File: src/rtl/tomasulo_pkg.sv
// Shared Tomasulo definitions: op codes, the "no producer" tag and the
// reservation-station entry layout used by the mult/add stations and the
// register status table.
package tomasulo_pkg;

   localparam int unsigned RS_DATA_W = 16;
   localparam int unsigned RS_TAG_W  = 3;
   localparam int unsigned RS_OP_W   = 1;

   localparam logic [RS_OP_W-1:0]  OP_MUL   = 1'b0;
   localparam logic [RS_OP_W-1:0]  OP_DIV   = 1'b1;
   localparam logic [RS_TAG_W-1:0] TAG_NONE = 3'd0;

   typedef struct packed {
      logic                 busy;
      logic [RS_OP_W-1:0]   op;
      logic [RS_DATA_W-1:0] vj;
      logic [RS_DATA_W-1:0] vk;
      logic [RS_TAG_W-1:0]  qj;
      logic [RS_TAG_W-1:0]  qk;
   } rs_entry_t;

endpackage

File: src/rtl/rs_select.sv
// Dispatch selector: ready vector -> one-hot grant + index.
// Default: lowest-index ready entry wins.
// RS_AGE_ORDER_EN: the ready entry with the smallest age rank (oldest) wins.
module rs_select #(
   parameter int NUM_ENTRIES = 3,
   parameter int IDX_W       = 2
`ifdef RS_AGE_ORDER_EN
   , parameter int AGE_W     = 2
`endif
) (
`ifdef RS_AGE_ORDER_EN
   input  logic [NUM_ENTRIES*AGE_W-1:0] age,
`endif
   input  logic [NUM_ENTRIES-1:0]       ready,
   output logic [NUM_ENTRIES-1:0]       grant,
   output logic [IDX_W-1:0]             grant_idx,
   output logic                         any_ready
);

`ifdef RS_AGE_ORDER_EN
   logic [AGE_W-1:0] best_age_s;
`endif

   // Priority scan over the ready set; the first qualifying entry (or the oldest) wins.
   always_comb begin
      grant     = '0;
      grant_idx = '0;
      any_ready = 1'b0;
`ifdef RS_AGE_ORDER_EN
      best_age_s = '0;
      for (int i = 0; i < NUM_ENTRIES; i++) begin
         if (ready[i] && (!any_ready || (age[i*AGE_W +: AGE_W] < best_age_s))) begin
            grant      = '0;
            grant[i]   = 1'b1;
            grant_idx  = IDX_W'(i);
            any_ready  = 1'b1;
            best_age_s = age[i*AGE_W +: AGE_W];
         end else begin
            best_age_s = best_age_s;
         end
      end
`else
      for (int i = 0; i < NUM_ENTRIES; i++) begin
         if (ready[i] && !any_ready) begin
            grant[i]  = 1'b1;
            grant_idx = IDX_W'(i);
            any_ready = 1'b1;
         end else begin
            any_ready = any_ready;
         end
      end
`endif
   end

endmodule

File: src/rtl/mult_reservation_station.sv
// Reservation station for the multiply/divide unit. Holds issued ops with
// operand values or producer tags, snoops the CDB, dispatches one ready op
// per cycle. Optional macro RS_AGE_ORDER_EN selects oldest-ready dispatch.
module mult_reservation_station
   import tomasulo_pkg::*;
#(
   parameter int NUM_ENTRIES = 3,
   parameter int DATA_W      = RS_DATA_W,
   parameter int TAG_W       = RS_TAG_W,
   parameter int OP_W        = RS_OP_W,
   parameter int TAG_BASE    = 1
) (
   input  logic                   Clock,
   input  logic                   Reset,
   input  logic                   issue_valid,
   output logic                   issue_ready,
   input  logic [OP_W-1:0]        issue_op,
   input  logic [DATA_W-1:0]      issue_vj,
   input  logic [DATA_W-1:0]      issue_vk,
   input  logic [TAG_W-1:0]       issue_qj,
   input  logic [TAG_W-1:0]       issue_qk,
   output logic [TAG_W-1:0]       issue_tag,
   input  logic                   cdb_valid,
   input  logic [TAG_W-1:0]       cdb_tag,
   input  logic [DATA_W-1:0]      cdb_data,
   output logic                   disp_valid,
   input  logic                   disp_ready,
   output logic [OP_W-1:0]        disp_op,
   output logic [DATA_W-1:0]      disp_vj,
   output logic [DATA_W-1:0]      disp_vk,
   output logic [TAG_W-1:0]       disp_tag,
   output logic [NUM_ENTRIES-1:0] busy
);

   localparam int IDX_W = (NUM_ENTRIES > 1) ? $clog2(NUM_ENTRIES) : 1;
   localparam logic [TAG_W-1:0] NO_TAG = TAG_W'(TAG_NONE);

   logic [NUM_ENTRIES-1:0] busy_r;
   logic [OP_W-1:0]        op_r [NUM_ENTRIES];
   logic [DATA_W-1:0]      vj_r [NUM_ENTRIES];
   logic [DATA_W-1:0]      vk_r [NUM_ENTRIES];
   logic [TAG_W-1:0]       qj_r [NUM_ENTRIES];
   logic [TAG_W-1:0]       qk_r [NUM_ENTRIES];

   logic [IDX_W-1:0]       free_idx_s;
   logic [NUM_ENTRIES-1:0] ready_s, grant_s, sel_oh_s, hold_oh_r;
   logic [IDX_W-1:0]       grant_idx_s, sel_idx_s, hold_idx_r;
   logic                   any_ready_s, hold_r, issue_fire_s, disp_fire_s;
   logic                   cdb_hit_j_s, cdb_hit_k_s;

   // Lowest free slot; scanning downward lets the lowest index win.
   always_comb begin
      free_idx_s = '0;
      for (int i = NUM_ENTRIES - 1; i >= 0; i--) begin
         if (!busy_r[i]) begin
            free_idx_s = IDX_W'(i);
         end else begin
            free_idx_s = free_idx_s;
         end
      end
   end

   // Ready set from registered state only: busy with both operands present.
   always_comb begin
      ready_s = '0;
      for (int i = 0; i < NUM_ENTRIES; i++) begin
         ready_s[i] = busy_r[i] & (qj_r[i] == NO_TAG) & (qk_r[i] == NO_TAG);
      end
   end

   assign issue_ready  = ~&busy_r;
   assign issue_tag    = TAG_W'(TAG_BASE) + TAG_W'(free_idx_s);
   assign issue_fire_s = issue_valid & issue_ready;
   // Operand arriving on the CDB in the same cycle it is issued.
   assign cdb_hit_j_s  = cdb_valid & (issue_qj != NO_TAG) & (issue_qj == cdb_tag);
   assign cdb_hit_k_s  = cdb_valid & (issue_qk != NO_TAG) & (issue_qk == cdb_tag);

`ifdef RS_AGE_ORDER_EN
   localparam int AGE_W = IDX_W;
   localparam int CNT_W = $clog2(NUM_ENTRIES + 1);

   logic [AGE_W-1:0]             age_r [NUM_ENTRIES];
   logic [NUM_ENTRIES*AGE_W-1:0] age_flat_s;
   logic [CNT_W-1:0]             busy_cnt_s;
   logic [AGE_W-1:0]             new_rank_s, sel_age_s;

   // Flatten ranks for the selector and count occupied slots for the new rank.
   always_comb begin
      age_flat_s = '0;
      busy_cnt_s = '0;
      for (int i = 0; i < NUM_ENTRIES; i++) begin
         age_flat_s[i*AGE_W +: AGE_W] = age_r[i];
         busy_cnt_s = busy_cnt_s + CNT_W'(busy_r[i]);
      end
   end

   // A dispatch on the same edge shifts everyone above it down, including the newcomer.
   assign new_rank_s = AGE_W'(busy_cnt_s - CNT_W'(disp_fire_s));
   assign sel_age_s  = age_r[sel_idx_s];

   // Age ranks: new entry goes to the back, dispatch closes the gap.
   always_ff @(posedge Clock or posedge Reset) begin
      if (Reset) begin
         for (int i = 0; i < NUM_ENTRIES; i++) age_r[i] <= '0;
      end else begin
         for (int i = 0; i < NUM_ENTRIES; i++) begin
            if (issue_fire_s && (free_idx_s == IDX_W'(i))) begin
               age_r[i] <= new_rank_s;
            end else if (disp_fire_s && busy_r[i] && (age_r[i] > sel_age_s)) begin
               age_r[i] <= age_r[i] - AGE_W'(1);
            end else begin
               age_r[i] <= age_r[i];
            end
         end
      end
   end

   rs_select #(.NUM_ENTRIES(NUM_ENTRIES), .IDX_W(IDX_W), .AGE_W(AGE_W)) u_select (
      .age       (age_flat_s),
      .ready     (ready_s),
      .grant     (grant_s),
      .grant_idx (grant_idx_s),
      .any_ready (any_ready_s)
   );
`else
   rs_select #(.NUM_ENTRIES(NUM_ENTRIES), .IDX_W(IDX_W)) u_select (
      .ready     (ready_s),
      .grant     (grant_s),
      .grant_idx (grant_idx_s),
      .any_ready (any_ready_s)
   );
`endif

   // A stalled offer is pinned so disp_* cannot change until the FU accepts it.
   assign sel_idx_s   = hold_r ? hold_idx_r : grant_idx_s;
   assign sel_oh_s    = hold_r ? hold_oh_r  : grant_s;
   assign disp_valid  = hold_r | any_ready_s;
   assign disp_fire_s = disp_valid & disp_ready;
   assign disp_op     = op_r[sel_idx_s];
   assign disp_vj     = vj_r[sel_idx_s];
   assign disp_vk     = vk_r[sel_idx_s];
   assign disp_tag    = TAG_W'(TAG_BASE) + TAG_W'(sel_idx_s);
   assign busy        = busy_r;

   // Remember the offered entry while the FU back-pressures.
   always_ff @(posedge Clock or posedge Reset) begin
      if (Reset) begin
         hold_r     <= 1'b0;
         hold_idx_r <= '0;
         hold_oh_r  <= '0;
      end else begin
         hold_r     <= disp_valid & ~disp_ready;
         hold_idx_r <= sel_idx_s;
         hold_oh_r  <= sel_oh_s;
      end
   end

   // Entry state: issue write, dispatch release and CDB operand capture.
   always_ff @(posedge Clock or posedge Reset) begin
      if (Reset) begin
         busy_r <= '0;
         for (int i = 0; i < NUM_ENTRIES; i++) begin
            op_r[i] <= OP_W'(OP_MUL);
            vj_r[i] <= '0;
            vk_r[i] <= '0;
            qj_r[i] <= NO_TAG;
            qk_r[i] <= NO_TAG;
         end
      end else begin
         for (int i = 0; i < NUM_ENTRIES; i++) begin
            if (issue_fire_s && (free_idx_s == IDX_W'(i))) begin
               busy_r[i] <= 1'b1;
               op_r[i]   <= issue_op;
               vj_r[i]   <= cdb_hit_j_s ? cdb_data : issue_vj;
               qj_r[i]   <= cdb_hit_j_s ? NO_TAG   : issue_qj;
               vk_r[i]   <= cdb_hit_k_s ? cdb_data : issue_vk;
               qk_r[i]   <= cdb_hit_k_s ? NO_TAG   : issue_qk;
            end else begin
               busy_r[i] <= (disp_fire_s && sel_oh_s[i]) ? 1'b0 : busy_r[i];
               op_r[i]   <= op_r[i];
               if (busy_r[i] && cdb_valid && (qj_r[i] != NO_TAG) && (qj_r[i] == cdb_tag)) begin
                  vj_r[i] <= cdb_data;
                  qj_r[i] <= NO_TAG;
               end else begin
                  vj_r[i] <= vj_r[i];
                  qj_r[i] <= qj_r[i];
               end
               if (busy_r[i] && cdb_valid && (qk_r[i] != NO_TAG) && (qk_r[i] == cdb_tag)) begin
                  vk_r[i] <= cdb_data;
                  qk_r[i] <= NO_TAG;
               end else begin
                  vk_r[i] <= vk_r[i];
                  qk_r[i] <= qk_r[i];
               end
            end
         end
      end
   end

endmodule

File: config.mk
export PLATFORM = sky130hd
export DESIGN_NAME = mult_reservation_station
export DESIGN_NICKNAME = d
export VERILOG_FILES = /design/src/rtl/tomasulo_pkg.sv /design/src/rtl/rs_select.sv /design/src/rtl/mult_reservation_station.sv
export SDC_FILE = /design/constraint.sdc
export NUM_CORES = 1
export LEC_CHECK = 0
export CAP_MARGIN = 20
export CELL_PAD_IN_SITES_DETAIL_PLACEMENT = 1
export CELL_PAD_IN_SITES_GLOBAL_PLACEMENT = 1
export CORE_MARGIN = 3
export CORE_UTILIZATION = 38
export CTS_CLUSTER_DIAMETER = 120
export CTS_CLUSTER_SIZE = 16
export DETAILED_ROUTE_END_ITERATION = 7
export PLACE_DENSITY_LB_ADDON = 0.1
export SLEW_MARGIN = 20
export SYNTH_ARGS = -nofsm -noshare
export SYNTH_HDL_FRONTEND = slang
export SYNTH_SLANG_ARGS = --single-unit
File: constraint.sdc
create_clock -name Clock -period 4.1 [get_ports Clock]
set_clock_uncertainty 0.1 [all_clocks]
set_input_delay 0.615 -clock Clock [delete_from_list [all_inputs] [get_ports Clock]]
set_output_delay 0.615 -clock Clock [all_outputs]
set_load 0.05 [all_outputs]
==> flow_summary.json <==
{
  "run_status": "complete, no violations",
  "cts_tree": "built",
  "end_kind": "output pin",
  "hold_path_end": "op_r[0]$_DFFE_PP0P_",
  "min_path_type": "flop to flop",
  "place.gp.congestion": 0.906,
  "drv_slew": 0,
  "cts.sinks": 126,
  "cts_made_buffers": 17,
  "start_kind": "flop",
  "cp_cell_sequence": "nor4_1 -> and3_1 -> a32o_1 -> buf_4 -> nor2b_2 -> buf_4 -> o2bb2ai_1 -> buf_12",
  "ys_top_cells_by_count": "126 x dfrtp_1, 101 x nand2_1, 86 x inv_1",
  "die-area_um2": 20200,
  "synthesis.instances": 722,
  "leakagePower_nw": 4.01,
  "cp.required_ns": 3.38,
  "initial_utilization_pct": 38.9,
  "grt.total_usage_pct": 26.1,
  "finalCritPeriodShare_pct": 91.9,
  "crit_fanout": 33,
  "cts_buffer_depth": 2,
  "async_flop_share_pct": 100,
  "hold_buffers": 0,
  "core_area_um2": 18100,
  "wl_per_cell_um": 24.5,
  "max_clock_freq_mhz": 265,
  "drive_gt1_share_pct": 16.8,
  "drtIter0Drc": 585,
  "yosys.area.top_type": "dfrtp_1",
  "synth_edf_count": 0,
  "dp_cells": 1023,
  "synth_seq_cells": 126,
  "synth.area.top_cells": "dfrtp_1 45%, o221a_1 6.4%, nand2_1 5.4%, mux2i_1 4.7%, inv_1 4.6%",
  "yosysMostFrequentCell": "dfrtp_1",
  "fin_ws_ns": 0.332,
  "path_class": "flop to output pin",
  "clock_latency_ns": 0.41,
  "vias": 6258,
  "synth_top_area_share_pct": 44.9,
  "grt_max_degree": 59,
  "crit_slowest_cell": "dfrtp_1",
  "path_buf_inv": 3,
  "period_minus_slack_ns": 3.77,
  "path_common_cell": "buf_4",
  "rrSetupSlack_ns": 1.40,
  "first_pass_iters": 6,
  "pre_cts_ws_ns": 0.588,
  "critPathTopFamily": "buffers and inverters",
  "worst-path-stages": 8,
  "htreeDepth": 4,
  "regToRegStartpoint": "busy[0]$_DFFE_PP0P_",
  "holdCritStartpoint": "op_r[0]$_DFFE_PP0P_",
  "drc": 0,
  "yosysSeqAreaShare_pct": 44.9,
  "grt_pass1_wl_mm": 40.2,
  "cpPeakStageDelay_ns": 0.43,
  "die_h_um": 142,
  "rsz0062_at_grt": "false",
  "grt-ovfl-total": 0,
  "port_buffers": 105,
  "finalNonFillerCells": 1054,
  "syn_area_per_cell_um2": 9.73,
  "num_rows": 49,
  "ant_nets": 0,
  "synth_nets": 786,
  "dp_hpwl_mm": 17.4,
  "hold_path_depth": 2,
  "cts_setup_buffers": 0,
  "grt_pass1_vias": 6776,
  "vdd_drop_max_v": 0.000786,
  "worst_pin_slew_ns": 0.996,
  "max-cap-violations": 0,
  "ys_types": 50,
  "diodes": 0,
  "netlist_area_um2": 7030,
  "r2r-end": "vj_r[11]$_DFFE_PP0P_",
  "die_x_um": 142,
  "clk_pin_slew_worst_paths_ns": 0.06,
  "rr_worst_depth": 4,
  "post_drt_via_cell_ratio": 5.94,
  "setup_viol": 0,
  "cp.arrival_ns": 3.05,
  "finalNetCount": 877,
  "io_pins": 107,
  "syn_to_final_growth_pct": 30.7,
  "cts_root_buf": "clkbuf_16",
  "antenna_found_initial": 0,
  "finalHoldViolCount": 0,
  "synthFlopType": "dfrtp_1",
  "setup_tns_ns": 0,
  "cts.repair.resized": 0,
  "pwr_density_cell_nw_per_um2": 1060,
  "drt-total-wl_mm": 25.8,
  "slew_headroom_pct": 33.5,
  "ys_warn_count": 0
}
cell families after synthesis:
family	Yosys count	synth area share, %
AOI/OAI and AO/OA	183	25.0
xor gates and xnor gates	16	2.10
adders and majority gates	1	0.178
buffers and inverters	143	9.60
DFF	126	44.9
muxes	33	4.70
other	1	0.0534
and+or+nand+nor	219	13.5
cell usage in the layout (no fill, tap or decap), types with 3 or more instances in the layout:
cell             count
a211oi_1             4
buf_12              37
nor2_2               3
clkdlybuf4s50_1     70
clkinv_2             4
o21a_2               4
nand3_1             19
mux2i_1             33
o2111ai_1            4
a21oi_2              4
buf_4               21
inv_1               85
and3_1               6
o21ai_0             14
clkbuf_8             6
xnor2_1             13
o22ai_1              6
o221a_1             40
nand2_1            101
dfrtp_1            126
clkbuf_16           17
o221a_2             24
nor2_1              71
a222oi_1            32
or3b_1               6
o2bb2ai_1           33
registers in the layout, summed over array words and instances, names as in the netlist:
| register | cells |
|---|---|
| busy | 3 |
| hold_idx_r | 2 |
| hold_oh_r | 3 |
| hold_r | 1 |
| op_r | 3 |
| qj_r | 9 |
| qk_r | 9 |
| vj_r | 48 |
| vk_r | 48 |
worst register-to-register path, stage by stage (launching register included):
cell and delay, ns:
dfrtp_1 0.64, nand2_1 0.20, nor3b_2 0.52, and2_1 0.79
a222oi_1 0.27
where the power goes:
part	leakage, nW	internal [W]	switching, W
combinational	2.30	0.00263	0.00332
clock	0.299	0.000985	0.000549
sequential	1.42	0.00183	0.000453
per-layer routing:
metal	track usage (%)	wire (um)	share of wire, %	vias up
met1	33.4	10900	42	3199
met3	3.43	1190	4.6	41
li1	-	-	-	2785
met4	9.14	598	2.3	0
met5	0	0	0	-
met2	45.5	13200	51	233
how the worst max path moves through the flow:
| stage | start | endpoint | slack [ns] |
|---|---|---|---|
| global route | qj_r[2]$_DFFE_PP0P_ | disp_vj[0] | 0.05 |
| finish | qj_r[2]$_DFFE_PP0P_ | disp_vj[0] | 0.33 |
| floorplan | Reset | busy[0]$_DFFE_PP0P_ | 0.03 |
| global placement | cdb_tag[2] | vj_r[13]$_DFFE_PP0P_ | 0.68 |
| detailed placement | cdb_tag[2] | vj_r[11]$_DFFE_PP0P_ | 0.59 |
| CTS | qj_r[5]$_DFFE_PP0P_ | disp_vj[0] | 0.36 |
metrics by stage:
| stage | hold slack, ns | power, W | instance area [um^2] | utilization, % |
|---|---|---|---|---|
| 3_5_place_dp | 0.365 | 0.00823 | 8590 | 47.5 |
| 5_1_grt | 0.421 | 0.0103 | 9180 | 50.8 |
| 2_1_floorplan | 0.345 | 0.00566 | 7030 | - |
| 3_3_place_gp | 0.365 | 0.00809 | 8590 | 47.5 |
| 6_report | 0.383 | 0.00977 | 9180 | 50.8 |
| 4_1_cts | 0.379 | 0.00981 | 9180 | 50.8 |
final cells by class:
cell class,instances,area [um^2]
Clock buffer,25,515
Clock inverter,6,80.1
Fill cell,1954,8900
Inverter,87,329
Multi-Input combinational cell,453,3220
Sequential cell,126,3150
Tap cell,229,287
Timing Repair Buffer,128,1600
Power figures use the tool's default switching activity.
==> patch, RTL diff (same settings) <==
`NUM_ENTRIES` is set to 3 in 2 places; all go to 5.
--- a/src/rtl/rs_select.sv
+++ b/src/rtl/rs_select.sv
@@ -2,7 +2,7 @@
 // Default: lowest-index ready entry wins.
 // RS_AGE_ORDER_EN: the ready entry with the smallest age rank (oldest) wins.
 module rs_select #(
-   parameter int NUM_ENTRIES = 3,
+   parameter int NUM_ENTRIES = 5,
    parameter int IDX_W       = 2
 `ifdef RS_AGE_ORDER_EN
    , parameter int AGE_W     = 2
--- a/src/rtl/mult_reservation_station.sv
+++ b/src/rtl/mult_reservation_station.sv
@@ -4,7 +4,7 @@
 module mult_reservation_station
    import tomasulo_pkg::*;
 #(
-   parameter int NUM_ENTRIES = 3,
+   parameter int NUM_ENTRIES = 5,
    parameter int DATA_W      = RS_DATA_W,
    parameter int TAG_W       = RS_TAG_W,
    parameter int OP_W        = RS_OP_W,
Ports: changed (resized busy); port bits go from 107 to 109. The function was not compared with the original's and may differ.
==> patch against the unedited design <==
Setup slack lost 0.25 ns. Sequential cell count grew 83. Worst hold slack lost 0.018 ns. Global-route usage grew 0.55 points. Critical path type unchanged. Final cell count grew 56%. Die area grew 53%. Critical path depth is the same. Highest routed layer unchanged. Routed wire length grew 64%. Design area grew 46%. Area after synthesis grew 56%. Critical endpoint is now disp_vj[14].
Power is not shown: default switching activity piles up to over one toggle a cycle in this logic, so the estimate is an artifact.
==> patch: results (changes against the unedited design) <==
\begin{tabular}{lr}
\hline
Metric & Value \\
\hline
\multicolumn{2}{l}{\textbf{Global routing}} \\
Vias in the first global route & 10,700 (+58\%) \\
Overall global routing resource usage & 26.7\% (+0.55 points) \\
Global-route wire length before repair & 64,700 um (+61\%) \\
Maximum number of pins on one net before global-route repair & 102 (+73\%) \\
Initial antenna violation count & 0 (unchanged) \\
\multicolumn{2}{l}{\textbf{Clock network}} \\
Clock Root Buffer & clkbuf\_16 \\
Num CTS Buffers & 17 (unchanged) \\
Buffer levels on the longest clock path & 3 (+1) \\
Number of H-tree levels & 1 (-3) \\
CTS clk-pin slew, worst paths & 0.08 ns (+0.02 ns) \\
Source-to-sink clock delay at the later pin of the worst-skew pair & 0.50 ns (+0.09 ns) \\
\multicolumn{2}{l}{\textbf{Route}} \\
Drt first pass iters & 5 (-1) \\
First DRT Iteration DRCs & 913 (+56\%) \\
Ratio of routed vias to standard cells & 6.21 (+4.6\%) \\
Routed wire length per instance & 25.8 um (+5.4\%) \\
\multicolumn{2}{l}{\textbf{Logic synthesis}} \\
Post-synthesis sequential area ratio & 47.8\% (+2.9 points) \\
Top cell types by occurrence after synthesis & dfrtp\_1, a21oi\_1, o22ai\_1 \\
Nets in the synthesized netlist & 1,251 (+59\%) \\
Dominant cells by area after synthesis & dfrtp\_1, o22ai\_1, a21oi\_1 \\
Async set-or-reset flop fraction in the synthesized netlist & 100\% (unchanged) \\
Synth cell types & 47 (-6.0\%) \\
Synth warnings & 0 (unchanged) \\
\multicolumn{2}{l}{\textbf{Setup path}} \\
Maximum fanout count along the critical path & 51 (+55\%) \\
Cell with the biggest individual delay on the critical path & or4\_1 \\
Longest individual stage delay on the worst path & 0.60 ns (+0.17 ns) \\
CP arrival & 3.30 ns (+0.25 ns) \\
\multicolumn{2}{l}{\textbf{Placement}} \\
Final weighted congestion in routability-driven placement & 0.834 (-8.0\%) \\
HPWL Detailed & 26,800 um (+54\%) \\
Number of port buffers & 108 (+2.9\%) \\
\multicolumn{2}{l}{\textbf{Hold path}} \\
Hold Crit Class & in2async \\
\multicolumn{2}{l}{\textbf{Timing}} \\
Worst Max-Slew Pin Slew & 0.969 ns (-0.0276 ns) \\
\multicolumn{2}{l}{\textbf{Finish}} \\
Final net count & 1,332 (+52\%) \\
Share of final-layout standard cells stronger than drive strength 1 & 9.65\% (-7.2 points) \\
Ant diodes & 0 (unchanged) \\
Top Registers & vj\_r: 80 flops, vk\_r: 80 flops \\
\multicolumn{2}{l}{\textbf{Run status}} \\
Outcome & finished, final reports clean \\
\hline
\end{tabular}
-- patch: cell count changes in the layout (fill, tap and decap cells not counted), moves of 33 or more --
cell,before,now
and3_1,6,43
o2bb2ai_1,33,0
o31a_1,0,33
o22ai_1,6,134
dfrtp_1,126,209
o21a_1,0,34
o221a_1,40,0
inv_1,85,26
a21oi_1,1,143
-- patch: routing by layer --
layer / up-vias / share of wire, % / global-route usage [%]
met1: 5262 / 43 / 35.4
met3: 81 / 4.7 / 3.07
met2: 319 / 49 / 45.6
met4: 0 / 2.9 / 8.61
met5: - / 0 / 0
li1: 4538 / - / -
-- patch: critical path, delay by kind of cell (launching register included) --
kind            cells  cell delay [ns]
flops               1             0.44
simple gates        4             1.27
compound gates      2             0.50
buf+inv             2             0.56
-- patch: timing repair --
action,in CTS,in global routing
gates cloned,0,2
buffers inserted,3,1
resized for setup,1,10
setup endpoints to repair,29,34
-- patch: kinds of logic (layout without fill, tap and decap cells) --
| kind of cell | count (synthesis) | count (layout) | synth area share [%] |
|---|---|---|---|
| compound gates | 469 | 469 | 27.4 |
| simple gates | 309 | 309 | 13.1 |
| flops | 209 | 209 | 47.8 |
| buf+inv | 124 | 206 | 5.28 |
| mux | 40 | 40 | 3.70 |
| xor+xnor | 25 | 25 | 2.00 |
| fa+ha+maj | 6 | 6 | 0.686 |
-- patch: final cells by class --
class / instances / area [um^2]
Sequential cell: 209 / 5230
Timing Repair Buffer: 158 / 1920
Fill cell: 3230 / 14700
Clock inverter: 2 / 25.0
Inverter: 28 / 111
Clock buffer: 18 / 429
Multi-Input combinational cell: 849 / 5180
Tap cell: 378 / 473
-- patch: worst paths after layout --
kind / cells past startpoint / startpoint / slack [ns] / to
hold reg to reg: 2 / hold_oh_r[0] / 0.38 / hold_oh_r[0]
setup reg to reg: 9 / busy[0] / 1.05 / vj_r[26]
setup / recovery: 8 / qj_r[5] / 0.08 / disp_vj[14]
hold / removal: 2 / Reset / 0.37 / vk_r[39]
max in group asynchronous: 3 / Reset / 2.65 / qj_r[12]
min in group Clock: 2 / hold_oh_r[0] / 0.38 / hold_oh_r[0]
-- patch: per-stage QoR --
step | worst slack (ns) | setup TNS, ns | instances | cell area [um^2] | util (%)
6_report | 0.0843 | 0 | 1642 | 13400 | 47.6
5_1_grt | -0.00492 | -0.0116 | 1642 | 13400 | 47.6
4_1_cts | 0.0496 | 0 | 1639 | 13300 | 47.2
3_5_place_dp | 0.414 | 0 | 1616 | 12800 | 45.5
3_3_place_gp | 0.501 | 0 | 1616 | 12800 | 45.5
2_1_floorplan | 0.261 | 0 | 1182 | 10900 | -
